**config.mk**
```make
export PLATFORM = sky130hd
export DESIGN_NAME = microsequencer_next_state
export DESIGN_NICKNAME = d
export VERILOG_FILES = /design/src/rtl/microsequencer_next_state.sv
export SDC_FILE = /design/constraint.sdc
export NUM_CORES = 1
export LEC_CHECK = 0
export ABC_AREA = 1
export BUFFER_PORTS_ARGS = -buffer_cell sky130_fd_sc_hd__clkbuf_2
export CORE_MARGIN = 8
export CORE_UTILIZATION = 51
export CTS_BUF_LIST = sky130_fd_sc_hd__clkbuf_8
export CTS_CLUSTER_SIZE = 30
export DETAILED_ROUTE_END_ITERATION = 10
export PLACE_DENSITY_LB_ADDON = 0.08
export SYNTH_ARGS = -nofsm -noshare
export SYNTH_HDL_FRONTEND = slang
export SYNTH_SLANG_ARGS = --single-unit
```
**constraint.sdc**
```tcl
create_clock -name clk -period 3.1 [get_ports clk]
set_input_delay 0.93 -clock clk [delete_from_list [all_inputs] [get_ports clk]]
set_output_delay 0.93 -clock clk [all_outputs]
set_load 0.01 [all_outputs]
```
**src/rtl/microsequencer_next_state.sv**
```systemverilog
// microsequencer_next_state
//   Next-state engine of the microprogrammed control unit. Holds the state
//   register that addresses the microstore and picks the next state from the
//   microstore sequencing fields, the IR opcode decoder, the memory handshake
//   and the ALU flags. Wait states (ns_sel=101) are bounded: after
//   MOC_TIMEOUT consecutive stalled edges the sequencer recovers to fetch.
//
// Ports
//   clk       rising-edge clock
//   reset     synchronous, active-high
//   ir        instruction register, opcode = ir[31:26]
//   moc       memory operation complete
//   zero/neg  ALU flags
//   ns_sel    microstore next-state select
//   cond_sel  microstore condition select
//   inv       microstore condition invert
//   cr_addr   microstore constant (jump) address
//   state     current state (registered)
//   stalled   combinational, high while holding in a wait state
//   timeout   registered, one-cycle pulse when a wait is aborted
module microsequencer_next_state #(
    parameter int unsigned STATE_W     = 7,
    parameter int unsigned FETCH_STATE = 0,
    parameter int unsigned MAX_STATE   = 11,
    parameter int unsigned MOC_TIMEOUT = 15
) (
    input  logic               clk,
    input  logic               reset,
    input  logic [31:0]        ir,
    input  logic               moc,
    input  logic               zero,
    input  logic               neg,
    input  logic [2:0]         ns_sel,
    input  logic [1:0]         cond_sel,
    input  logic               inv,
    input  logic [STATE_W-1:0] cr_addr,
    output logic [STATE_W-1:0] state,
    output logic               stalled,
    output logic               timeout
);

    localparam int unsigned CNT_W = 4;

    localparam logic [STATE_W-1:0] FETCH    = STATE_W'(FETCH_STATE);
    localparam logic [STATE_W-1:0] MAX_ST   = STATE_W'(MAX_STATE);
    localparam logic [CNT_W-1:0]   CNT_LAST = CNT_W'(MOC_TIMEOUT - 1);

    localparam logic [2:0] NS_DECODE  = 3'b000;
    localparam logic [2:0] NS_FETCH   = 3'b001;
    localparam logic [2:0] NS_JUMP    = 3'b010;
    localparam logic [2:0] NS_INC     = 3'b011;
    localparam logic [2:0] NS_CJUMP   = 3'b100;
    localparam logic [2:0] NS_WAIT    = 3'b101;
    localparam logic [2:0] NS_CDECODE = 3'b110;
    localparam logic [2:0] NS_FETCH2  = 3'b111;

    logic [STATE_W-1:0] state_q, state_d;
    logic [CNT_W-1:0]   cnt_q, cnt_d;
    logic               timeout_q, timeout_d;

    logic               cond_c;
    logic               wait_c;
    logic [STATE_W-1:0] decode_c;
    logic [STATE_W-1:0] state_inc_c;
    logic [STATE_W-1:0] sel_c;
    logic [STATE_W-1:0] clamp_c;

    // State register
    always_ff @(posedge clk) begin
        if (reset) begin
            state_q   <= FETCH;
            cnt_q     <= '0;
            timeout_q <= 1'b0;
        end else begin
            state_q   <= state_d;
            cnt_q     <= cnt_d;
            timeout_q <= timeout_d;
        end
    end

    // Opcode decoder; an all-zero IR is a nop even though its opcode is R-type
    always_comb begin
        decode_c = FETCH;
        if (ir != 32'h0) begin
            case (ir[31:26])
                6'b000000: decode_c = STATE_W'(10);
                6'b100011: decode_c = STATE_W'(5);
                6'b101011: decode_c = STATE_W'(7);
                6'b000100: decode_c = STATE_W'(11);
                6'b001000: decode_c = STATE_W'(6);
                6'b000010: decode_c = STATE_W'(9);
                default:   decode_c = FETCH;
            endcase
        end
    end

    // Next-state selection, clamp and wait/timeout bookkeeping
    always_comb begin
        cond_c      = 1'b0;
        sel_c       = FETCH;
        state_d     = FETCH;
        cnt_d       = '0;
        timeout_d   = 1'b0;
        state_inc_c = state_q + STATE_W'(1);

        case (cond_sel)
            2'b00:   cond_c = moc;
            2'b01:   cond_c = zero;
            2'b10:   cond_c = neg;
            default: cond_c = 1'b1;
        endcase
        cond_c = cond_c ^ inv;

        case (ns_sel)
            NS_DECODE:  sel_c = decode_c;
            NS_FETCH:   sel_c = FETCH;
            NS_JUMP:    sel_c = cr_addr;
            NS_INC:     sel_c = state_inc_c;
            NS_CJUMP:   sel_c = cond_c ? cr_addr : state_inc_c;
            NS_WAIT:    sel_c = cond_c ? state_inc_c : state_q;
            NS_CDECODE: sel_c = cond_c ? cr_addr : decode_c;
            NS_FETCH2:  sel_c = FETCH;
            default:    sel_c = FETCH;
        endcase

        // Clamp after selection, so a wrapped increment is also caught here
        clamp_c = (sel_c > MAX_ST) ? FETCH : sel_c;
        wait_c  = (ns_sel == NS_WAIT) && !cond_c;

        state_d = clamp_c;
        // A condition that becomes true on the expiring edge is not a stall,
        // so advancing always beats the timeout.
        if (wait_c) begin
            if (cnt_q == CNT_LAST) begin
                state_d   = FETCH;
                timeout_d = 1'b1;
            end else begin
                cnt_d = cnt_q + CNT_W'(1);
            end
        end
    end

    // Outputs
    always_comb begin
        state   = state_q;
        stalled = wait_c;
        timeout = timeout_q;
    end

endmodule

```
==> run metrics, run 1 <==
layout cell share with drive strength beyond 1 26.6%; Placed Area 1560 um2; post-synthesis sequential area ratio 19.6%; clk sink count 12; largest net degree at the start of global routing 11; DRC Markers 0; initial antenna violation count 0; switching share of power 30.0%; RSZ-0062 raised after global routing false; fin area 1610 um2; fraction of registers with async set/reset 0%; P_sw 0.140 mW; FMAX 363 MHz; Crit Path Max Fanout 10; Max-cap violations 0; Pleak 0.886 nW; crit end category output pin; core footprint 2230 um2; first-pass GRT wire length 5380 um; peak supply drop 0.000293 V; vias in the first global route 1336; DP HPWL 2820 um; overall power 0.467 mW; clock skew 5.80 ps; final slew viol count 0; sequential share of power 35.9%; Cells after Synth 225; Die Span Y 65.0 um; Yosys top cell area share 19.9%; post-synth cell types 26; Most used DFF post-synth dfxtp_1; Hold Path Class flop to flop; Layout area overhead 31.6%; cts hold-fix bufs 0; Worst setup SP type input port; vias 1522; Final nets 343; CTS tree done; Critical Path RT 2170 ps; synth cell count leaders nand2_1, nor2_1, nand3_1; Routed WL 3290 um; input/output buffers 58; post-synthesis area per instance 5.45 um2; setup TNS 0 ps; GRT Resource Usage Total 15.2%; initial DRC count 91; Die W 65.0 um; CTS H-tree lvls 1; DR WL/cell 10.4 um; remaining global-route overflow 0; clock network fraction of total power 36.2%; final hold violations 0; synth warn 0; status finished, final reports clean; CTS clock-pin slew for the worst setup and hold paths 50 ps; first drt pass iteration count 4; # rows 17; internal reg-to-reg setup slack 1320 ps; routed vias/inst 4.80; clock latency at the later pin of the worst-skew pair 240 ps; Final Setup Violations 0; Die Area 4230 um2; antenna cells 0; most frequent cell after synthesis nand2_1; Synth area leader nand2_1; PwrDens 289 nW/um2; synth top area cells nand2_1, dfxtp_1, nor2_1; starting density of the core 54.9%; Root Buffer Master clkbuf_8; Clock Tree Buf Depth 2; CP Class input port to output pin; Routed Antenna Nets 0; Final GP Congestion 0.852; Pint 0.327 mW; Yosys reg bits 12; post-cts resize count 0; logic gate share of total power 27.9%; CP arrival 1820 ps; cts bufs inserted 3; final worst path period need 2750 ps; Ports 59; Post-Syn Area 1230 um2; number of synthesized flops with an enable pin 0; post-CTS setup buffers 0; final period utilization 88.8%
## power groups by stage
| stage | Combinational (mW) | Sequential (mW) | Clock [mW] |
|---|---|---|---|
| finish | 0.130 | 0.167 | 0.169 |
| global route | 0.148 | 0.168 | 0.181 |
| CTS | 0.131 | 0.167 | 0.174 |
| detailed placement | 0.130 | 0.170 | 0 |
| global placement | 0.128 | 0.170 | 0 |
| floorplan | 0.0728 | 0.172 | 0 |
## per-stage QoR
stage	std cells	hold WS, ps	worst slack [ps]	util [%]
final	317	461	346	72.3
after global placement	313	450	386	69.8
after global routing	317	503	251	72.3
after CTS	317	470	353	72.3
after floorplan	227	430	662	-
after detailed placement	313	458	357	69.8
## flip-flops by register name (all words and copies together), names as in the netlist
name     count
cnt_q        4
state        7
timeout      1
## cells in the final DEF, fill, tap and decap left out
cell type | Yosys | final
clkinv_1 | 1 | 1
nand3_2 | 4 | 4
o31ai_1 | 1 | 1
nand2_4 | 1 | 1
o21ai_1 | 3 | 3
inv_2 | 3 | 3
conb_1 | 1 | 3
inv_4 | 1 | 1
xnor2_1 | 3 | 3
a21oi_1 | 1 | 1
o21a_1 | 1 | 1
nand4_1 | 6 | 6
o21ai_0 | 8 | 8
nand3_1 | 27 | 27
nor2_1 | 49 | 49
xor2_1 | 1 | 1
o22ai_1 | 1 | 1
inv_1 | 25 | 25
nor2_2 | 2 | 2
dfxtp_1 | 12 | 12
nand2_2 | 2 | 2
nand2_1 | 65 | 65
nand3b_1 | 1 | 1
nor2_4 | 2 | 2
clkbuf_2 | 0 | 58
ha_1 | 3 | 3
or2_1 | 1 | 1
clkbuf_8 | 0 | 4
## worst max-delay path, stage by stage
cell      delay [ps]
clkbuf_2          90
inv_1             60
nand2_1           60
nand3_2           70
nand2_1           60
nand2_1          140
nand2_4          120
nor2_4           140
clkbuf_2         150
## layout make-up
class	instances	area [um2]
Clock buffer	4	55.1
Fill cell	233	619
Inverter	30	115
Multi-Input combinational cell	185	878
Sequential cell	12	240
Tap cell	28	35.0
Timing Repair Buffer	58	290
## path summary, 6_finish.rpt
| check | from | end | depth (start not counted) |
|---|---|---|---|
| max | cond_sel[0] | stalled | 9 |
| min | cnt_q[0] | cnt_q[0] | 1 |
| max reg2reg | state[0] | state[2] | 13 |
| min reg2reg | cnt_q[0] | cnt_q[0] | 1 |
## per-layer routing
layer | part of all wire [%] | vias up | global-route usage [%]
li1 | - | 840 | -
met1 | 44 | 637 | 17.4
met2 | 47 | 40 | 25.7
met3 | 8.4 | 5 | 4.64
met4 | 1.3 | 0 | 5.72
met5 | 0 | - | 0
## kinds of logic (layout without fill, tap and decap cells)
kind of cell,after synthesis,in the layout,share of synthesized area [%]
adder cells (fa/ha/maj),3,3,3.06
AND/OR/NAND/NOR,160,160,58.2
XOR/XNOR,4,4,2.86
flip-flops,12,12,19.6
buffers and inverters,30,92,9.39
other,1,3,0.306
AO/OA/AOI/OAI,15,15,6.63
Power figures use the tool's default switching activity.
==> run 2: changes to the inputs <==
--- a/config.mk
+++ b/config.mk
@@ -5,10 +5,9 @@
 export SDC_FILE = /design/constraint.sdc
 export NUM_CORES = 1
 export LEC_CHECK = 0
-export ABC_AREA = 1
 export BUFFER_PORTS_ARGS = -buffer_cell sky130_fd_sc_hd__clkbuf_2
 export CORE_MARGIN = 8
-export CORE_UTILIZATION = 51
+export CORE_UTILIZATION = 52
 export CTS_BUF_LIST = sky130_fd_sc_hd__clkbuf_8
 export CTS_CLUSTER_SIZE = 30
 export DETAILED_ROUTE_END_ITERATION = 10
==> run 2 against run 1 <==
First-iteration DRC count up 45%. Die area up 1.6%. Clock power about the same. Sequential share of layout area is 0.88 points lower. Synthesized cell count decreased by 25%. Register-to-register slack got worse by 760 ps. Synthesized area rose by 4.1%. Clock skew down 2.1 ps. Highest routed layer unchanged. Utilization fell by 1.1 points. Largest power group is now combinational cells. Critical path type unchanged. Critical endpoint unchanged. Sequential power barely moved. Critical path depth is 3 lower. Sequential cell count is the same.
==> run metrics, run 2 <==
cts hold-fix bufs 0 (unchanged); antenna cells 0 (unchanged); Pleak 0.747 nW (was 0.886 nW); relative slew slack 64.7%; CP arrival 2130 ps (was 1820 ps); Critical Path RT 2170 ps (about the same); Final GP Congestion 0.947 (was 0.852); final period utilization 98.7% (was 88.8%); first-pass GRT wire length 6820 um (was 5380 um); initial antenna violation count 0 (unchanged); DP HPWL 3330 um (was 2820 um); final slew viol count 0 (unchanged); input/output buffers 58 (unchanged); Yosys reg bits 12 (unchanged); largest net degree at the start of global routing 17 (was 11); layout cell share with drive strength beyond 1 37.0% (was 26.6%); GRT Resource Usage Total 19.1% (was 15.2%); remaining global-route overflow 0 (unchanged); Pint 0.353 mW (was 0.327 mW); CTS H-tree lvls 1 (unchanged); number of synthesized flops with an enable pin 0 (unchanged); most frequent cell after synthesis nor2_1 (was nand2_1); routed vias/inst 6.04 (was 4.80); Clock Tree Buf Depth 2 (unchanged); Routed WL 4100 um (was 3290 um); clock skew 3.68 ps (was 5.80 ps); final hold violations 0 (unchanged); clk sink count 12 (unchanged); origin of the worst setup path cond_sel[0] (unchanged); number of flip-flops in the largest register 7 (unchanged); most common cell after layout, fill and taps aside clkbuf_2 (was nand2_1); Max-cap violations 0 (unchanged); # rows 18 (was 17); Final Core Density 71.2% (was 72.3%); DRC Markers 0 (unchanged); Place WS -7.85 ps (was 357 ps); PwrDens 295 nW/um2 (was 289 nW/um2); P_sw 0.152 mW (was 0.140 mW); hold_ws 464 ps (was 461 ps); Final Setup Violations 0 (unchanged); initial DRC count 132 (was 91); Synth area leader dfxtp_1 (was nand2_1); post-synthesis sequential area ratio 18.8% (was 19.6%); post-synth cell types 59 (was 26); vias 1601 (was 1522); Layout area overhead 34.4% (was 31.6%); status finished, final reports clean (unchanged); Filler Cells Inserted 213 (was 233); Crit Path Max Fanout 4 (was 10); switching share of power 30.1% (was 30.0%); crit end category output pin (unchanged); vias in the first global route 1552 (was 1336); Die Span Y 65.5 um (was 65.0 um); DR WL/cell 15.5 um (was 10.4 um); peak supply drop 0.000466 V (was 0.000293 V); Routed Antenna Nets 0 (unchanged); sequential share of power 33.4% (was 35.9%); Die W 65.5 um (was 65.0 um); setup ws final 39.4 ps (was 346 ps); internal reg-to-reg setup slack 560 ps (was 1320 ps); core footprint 2410 um2 (was 2230 um2); Hold Path Class flop to flop (unchanged); first drt pass iteration count 4 (unchanged); worst setup path endpoint stalled (unchanged); placed cells 259 (was 313); cts bufs inserted 3 (unchanged); Most used DFF post-synth dfxtp_1 (unchanged); Register Area 240 um2 (unchanged); Post-Syn Area 1280 um2 (was 1230 um2); Yosys top cell area share 18.8% (was 19.9%); Ports 59 (unchanged); post-synthesis area per instance 7.55 um2 (was 5.45 um2); starting density of the core 53.0% (was 54.9%); cells on worst reg2reg path 8 (was 13); Slew @ Worst Pin 529 ps; R2R Path Start state[0] (unchanged); most frequent cells in the layout clkbuf_2, nand2_1, a21oi_1, nor2_1, dfxtp_1 (was nand2_1, clkbuf_2, nor2_1); synth top area cells dfxtp_1, a21oi_1, nor4_1 (was nand2_1, dfxtp_1, nor2_1); CTS clock-pin slew for the worst setup and hold paths 50 ps (about the same); clock network fraction of total power 32.8% (was 36.2%); Worst setup SP type input port (unchanged); final worst path period need 3060 ps (was 2750 ps); logic gate share of total power 33.8% (was 27.9%); Root Buffer Master clkbuf_8 (unchanged); synth cell count leaders nor2_1, a21oi_1, dfxtp_1, nand2_1, nor4_1 (was nand2_1, nor2_1, nand3_1); Final nets 289 (was 343); Die Area 4300 um2 (was 4230 um2); clock latency at the later pin of the worst-skew pair 240 ps (about the same); Post-Layout Cell Count 265 (was 317); FMAX 327 MHz (was 363 MHz); Cells after Synth 169 (was 225); FF-to-FF End state[1] (was state[2]); multi-input logic area 1000 um2 (was 878 um2); CTS tree done (unchanged); fraction of registers with async set/reset 0% (unchanged); CP Class input port to output pin (unchanged); synth warn 0 (unchanged)
==> run 2: cell count changes after synthesis, moves of 5 or more <==
cell     change
nand2_1     -53
nor2_1      -36
nand3_1     -21
inv_1       -19
a21oi_1     +11
nor4_1       +9
nor2b_1      +7
nor3_1       +5
==> run 2: cells by family (layout without fill, tap and decap cells) <==
logic type,Yosys count,after routing,synth area share (%)
XOR/XNOR,5,5,3.43
multiplexers,5,5,4.31
adder cells (fa/ha/maj),3,3,2.94
AND/OR/NAND/NOR,74,74,33.1
AO/OA/AOI/OAI,56,56,31.6
flip-flops,12,12,18.8
buffers and inverters,13,77,5.49
other,1,3,0.294
==> run 2: final cells by class <==
class	count	area share (%)
repair buffers	67	20.9
inverters	6	1.31
multi-input cells	146	58.4
flip-flops and latches	12	14.0
clock buffers	4	3.21
well taps	30	2.19
==> run 2: metal layers <==
metal | GRT usage, % | part of all wire, % | wire (um)
met5 | 0 | 0 | 0
met2 | 35.1 | 52 | 2120
met4 | 4.09 | 0.90 | 37
met3 | 4.42 | 7.0 | 285
met1 | 21.6 | 40 | 1660
==> run 2: per-stage QoR <==
step	TNS, ps	total power [mW]	area, um2
after global routing	-8.33	0.533	1720
after CTS	0	0.501	1680
after floorplan	0	0.261	1290
after global placement	0	0.327	1620
final	0	0.506	1720
after detailed placement	-8.39	0.331	1620
==> run 2: timing repair <==
| item | 4_1_cts | 5_1_grt |
|---|---|---|
| endpoints found under the setup margin | 1 | 1 |
| gates resized for setup | 1 | 5 |
| buffers inserted | 0 | 2 |
| pin swaps | 1 | 3 |
==> run 2: worst min path at each step <==
| stage | slack [ps] | endpoint | cells after the start | from |
|---|---|---|---|---|
| 2_1_floorplan | 430 | cnt_q[0] | 1 | cnt_q[0] |
| 5_1_grt | 480 | cnt_q[0] | 1 | cnt_q[0] |
| 3_5_place_dp | 460 | cnt_q[0] | 1 | cnt_q[0] |
| 6_report | 460 | cnt_q[0] | 1 | cnt_q[0] |
| 3_3_place_gp | 440 | cnt_q[0] | 1 | cnt_q[0] |
| 4_1_cts | 470 | cnt_q[0] | 1 | cnt_q[0] |
==> run 2: power by group through the flow <==
stage               registers (mW)  logic [mW]  clock network, mW
floorplan                    0.170      0.0906                  0
global placement             0.171       0.156                  0
detailed placement           0.172       0.159                  0
CTS                          0.169       0.161              0.171
global route                 0.170       0.187              0.176
finish                       0.169       0.171              0.166
==> run 2: worst max-delay path, cell delays in order <==
cell and delay, ps:
buf_2 130, or4b_4 540, o311ai_4 90, nor2_2 100, nor3_2 180, buf_2 160
==> run 3: changes to the inputs <==
--- a/config.mk
+++ b/config.mk
@@ -6,12 +6,14 @@
 export NUM_CORES = 1
 export LEC_CHECK = 0
 export BUFFER_PORTS_ARGS = -buffer_cell sky130_fd_sc_hd__clkbuf_2
+export CAP_MARGIN = 20
 export CORE_MARGIN = 8
 export CORE_UTILIZATION = 52
 export CTS_BUF_LIST = sky130_fd_sc_hd__clkbuf_8
 export CTS_CLUSTER_SIZE = 30
 export DETAILED_ROUTE_END_ITERATION = 10
 export PLACE_DENSITY_LB_ADDON = 0.08
+export REMOVE_ABC_BUFFERS = 1
 export SYNTH_ARGS = -nofsm -noshare
 export SYNTH_HDL_FRONTEND = slang
 export SYNTH_SLANG_ARGS = --single-unit
==> run 3 against run 2 <==
Die area stayed put. Critical path depth stayed put. Routed wire length up 2.7%. Via count up 3.5%. Setup slack better by 2.2 ps. Final area grew 1.5%. Clock skew down 2.4 ps. First-iteration DRC count up 5.3%. Clock power is essentially flat. Maximum frequency hardly changed. Worst hold slack got worse by 4.0 ps. Critical path type unchanged.
==> run metrics, run 3 (synthesis results as in run 2) <==
P_sw 0.157 mW (was 0.152 mW); setup TNS 0 ps (unchanged); Post-Layout Cell Count 269 (was 265); DP HPWL 3460 um (was 3330 um); vias 1657 (was 1601); CP arrival 2130 ps (about the same); Crit Path Max Fanout 2 (was 4); RSZ-0062 raised after global routing true; PwrDens 295 nW/um2 (about the same); CTS clock-pin slew for the worst setup and hold paths 50 ps (about the same); CP Class input port to output pin (unchanged); FMAX 327 MHz (about the same); Routed WL 4210 um (was 4100 um); Die W 65.5 um (unchanged); initial DRC count 139 (was 132); Die Span Y 65.5 um (unchanged); core footprint 2410 um2 (unchanged); CTS H-tree lvls 1 (unchanged); logic gate share of total power 34.1% (was 33.8%); Hold Path Class flop to flop (unchanged); switching share of power 30.5% (was 30.1%); Critical Path RT 2170 ps (about the same); antenna cells 0 (unchanged); Slew @ Worst Pin 546 ps (was 529 ps); first-pass GRT wire length 7080 um (was 6820 um); Final GP Congestion 0.945 (was 0.947); cts hold-fix bufs 0 (unchanged); Routed Antenna Nets 0 (unchanged); # rows 18 (unchanged); Final Setup Violations 0 (unchanged); initial antenna violation count 0 (unchanged); most common cell after layout, fill and taps aside clkbuf_2 (unchanged); Final Core Density 72.2% (was 71.2%); input/output buffers 58 (unchanged); Pleak 0.762 nW (was 0.747 nW); final slew viol count 0 (unchanged); Clock Tree Buf Depth 2 (unchanged); DR WL/cell 15.6 um (was 15.5 um); peak supply drop 0.000360 V (was 0.000466 V); Die Area 4300 um2 (unchanged); Pint 0.356 mW (was 0.353 mW); GRT Resource Usage Total 19.9% (was 19.1%); Max-cap violations 0 (unchanged); clk sink count 12 (unchanged); Filler Cells Inserted 213 (unchanged); remaining global-route overflow 0 (unchanged); Root Buffer Master clkbuf_8 (unchanged); CTS tree done (unchanged); final hold violations 0 (unchanged); hold_ws 460 ps (was 464 ps); setup ws final 41.6 ps (was 39.4 ps); Ports 59 (unchanged); sequential share of power 32.9% (was 33.4%); clock latency at the later pin of the worst-skew pair 240 ps (about the same); status finished, final reports clean (unchanged); cts bufs inserted 3 (unchanged); first drt pass iteration count 4 (unchanged); final period utilization 98.7% (about the same); crit end category output pin (unchanged); Place WS -77.6 ps (was -7.85 ps); Worst setup SP type input port (unchanged); DRC Markers 0 (unchanged); number of flip-flops in the largest register 7 (unchanged); overall power 0.513 mW (was 0.506 mW); vias in the first global route 1614 (was 1552); most frequent cells in the layout clkbuf_2, buf_4 (was clkbuf_2, nand2_1, a21oi_1, nor2_1, dfxtp_1); Placed Area 1660 um2 (was 1620 um2); Final nets 293 (was 289); placed cells 265 (was 259); layout cell share with drive strength beyond 1 38.5% (was 37.0%); Layout area overhead 36.4% (was 34.4%); routed vias/inst 6.16 (was 6.04); starting density of the core 53.0% (unchanged); largest net degree at the start of global routing 17 (unchanged); fin area 1740 um2 (was 1720 um2); final worst path period need 3060 ps (about the same); clock network fraction of total power 33.0% (was 32.8%); relative slew slack 63.5% (was 64.7%); clock skew 1.24 ps (was 3.68 ps)
run 3: area by class of cell:
type	count	area (um2)	share of cell area (%)
clock buffers	4	55.1	3.16
well taps	30	37.5	2.16
repair buffers	71	388	22.3
inverters	6	22.5	1.29
multi-input cells	146	997	57.3
flip-flops and latches	12	240	13.8
run 3: per-layer routing:
| layer | track usage (%) | vias up | part of all wire (%) |
|---|---|---|---|
| li1 | - | 807 | - |
| met1 | 23.9 | 744 | 41 |
| met2 | 31.9 | 97 | 46 |
| met3 | 7.48 | 9 | 11 |
| met4 | 6.54 | 0 | 1.4 |
| met5 | 0 | - | 0 |
run 3: power groups by stage:
stage	Clock [mW]	Sequential, mW	Combinational, mW
after detailed placement	0	0.172	0.169
after floorplan	0	0.172	0.0808
final	0.169	0.169	0.175
after CTS	0.174	0.168	0.170
after global routing	0.182	0.170	0.191
after global placement	0	0.171	0.164
run 3: worst paths after layout:
| path | startpoint | to | slack (ps) | cells past startpoint |
|---|---|---|---|---|
| setup / recovery | cond_sel[0] | stalled | 40 | 6 |
| hold / removal | cnt_q[0] | cnt_q[0] | 460 | 1 |
| hold reg to reg | cnt_q[0] | cnt_q[0] | 460 | 1 |
| setup reg to reg | state[0] | state[1] | 560 | 8 |
run 3: critical path: stages:
cell and delay (ps):
clkbuf_2 90, or4b_4 540, o311ai_2 110, nor2_2 100, nor3_2 200, buf_2 170
run 3: timing repair:
item | CTS | global route
resized for setup | 1 | 5
pin swaps | 0 | 2
endpoints found under the setup margin | 1 | 1
buffers inserted | 0 | 0
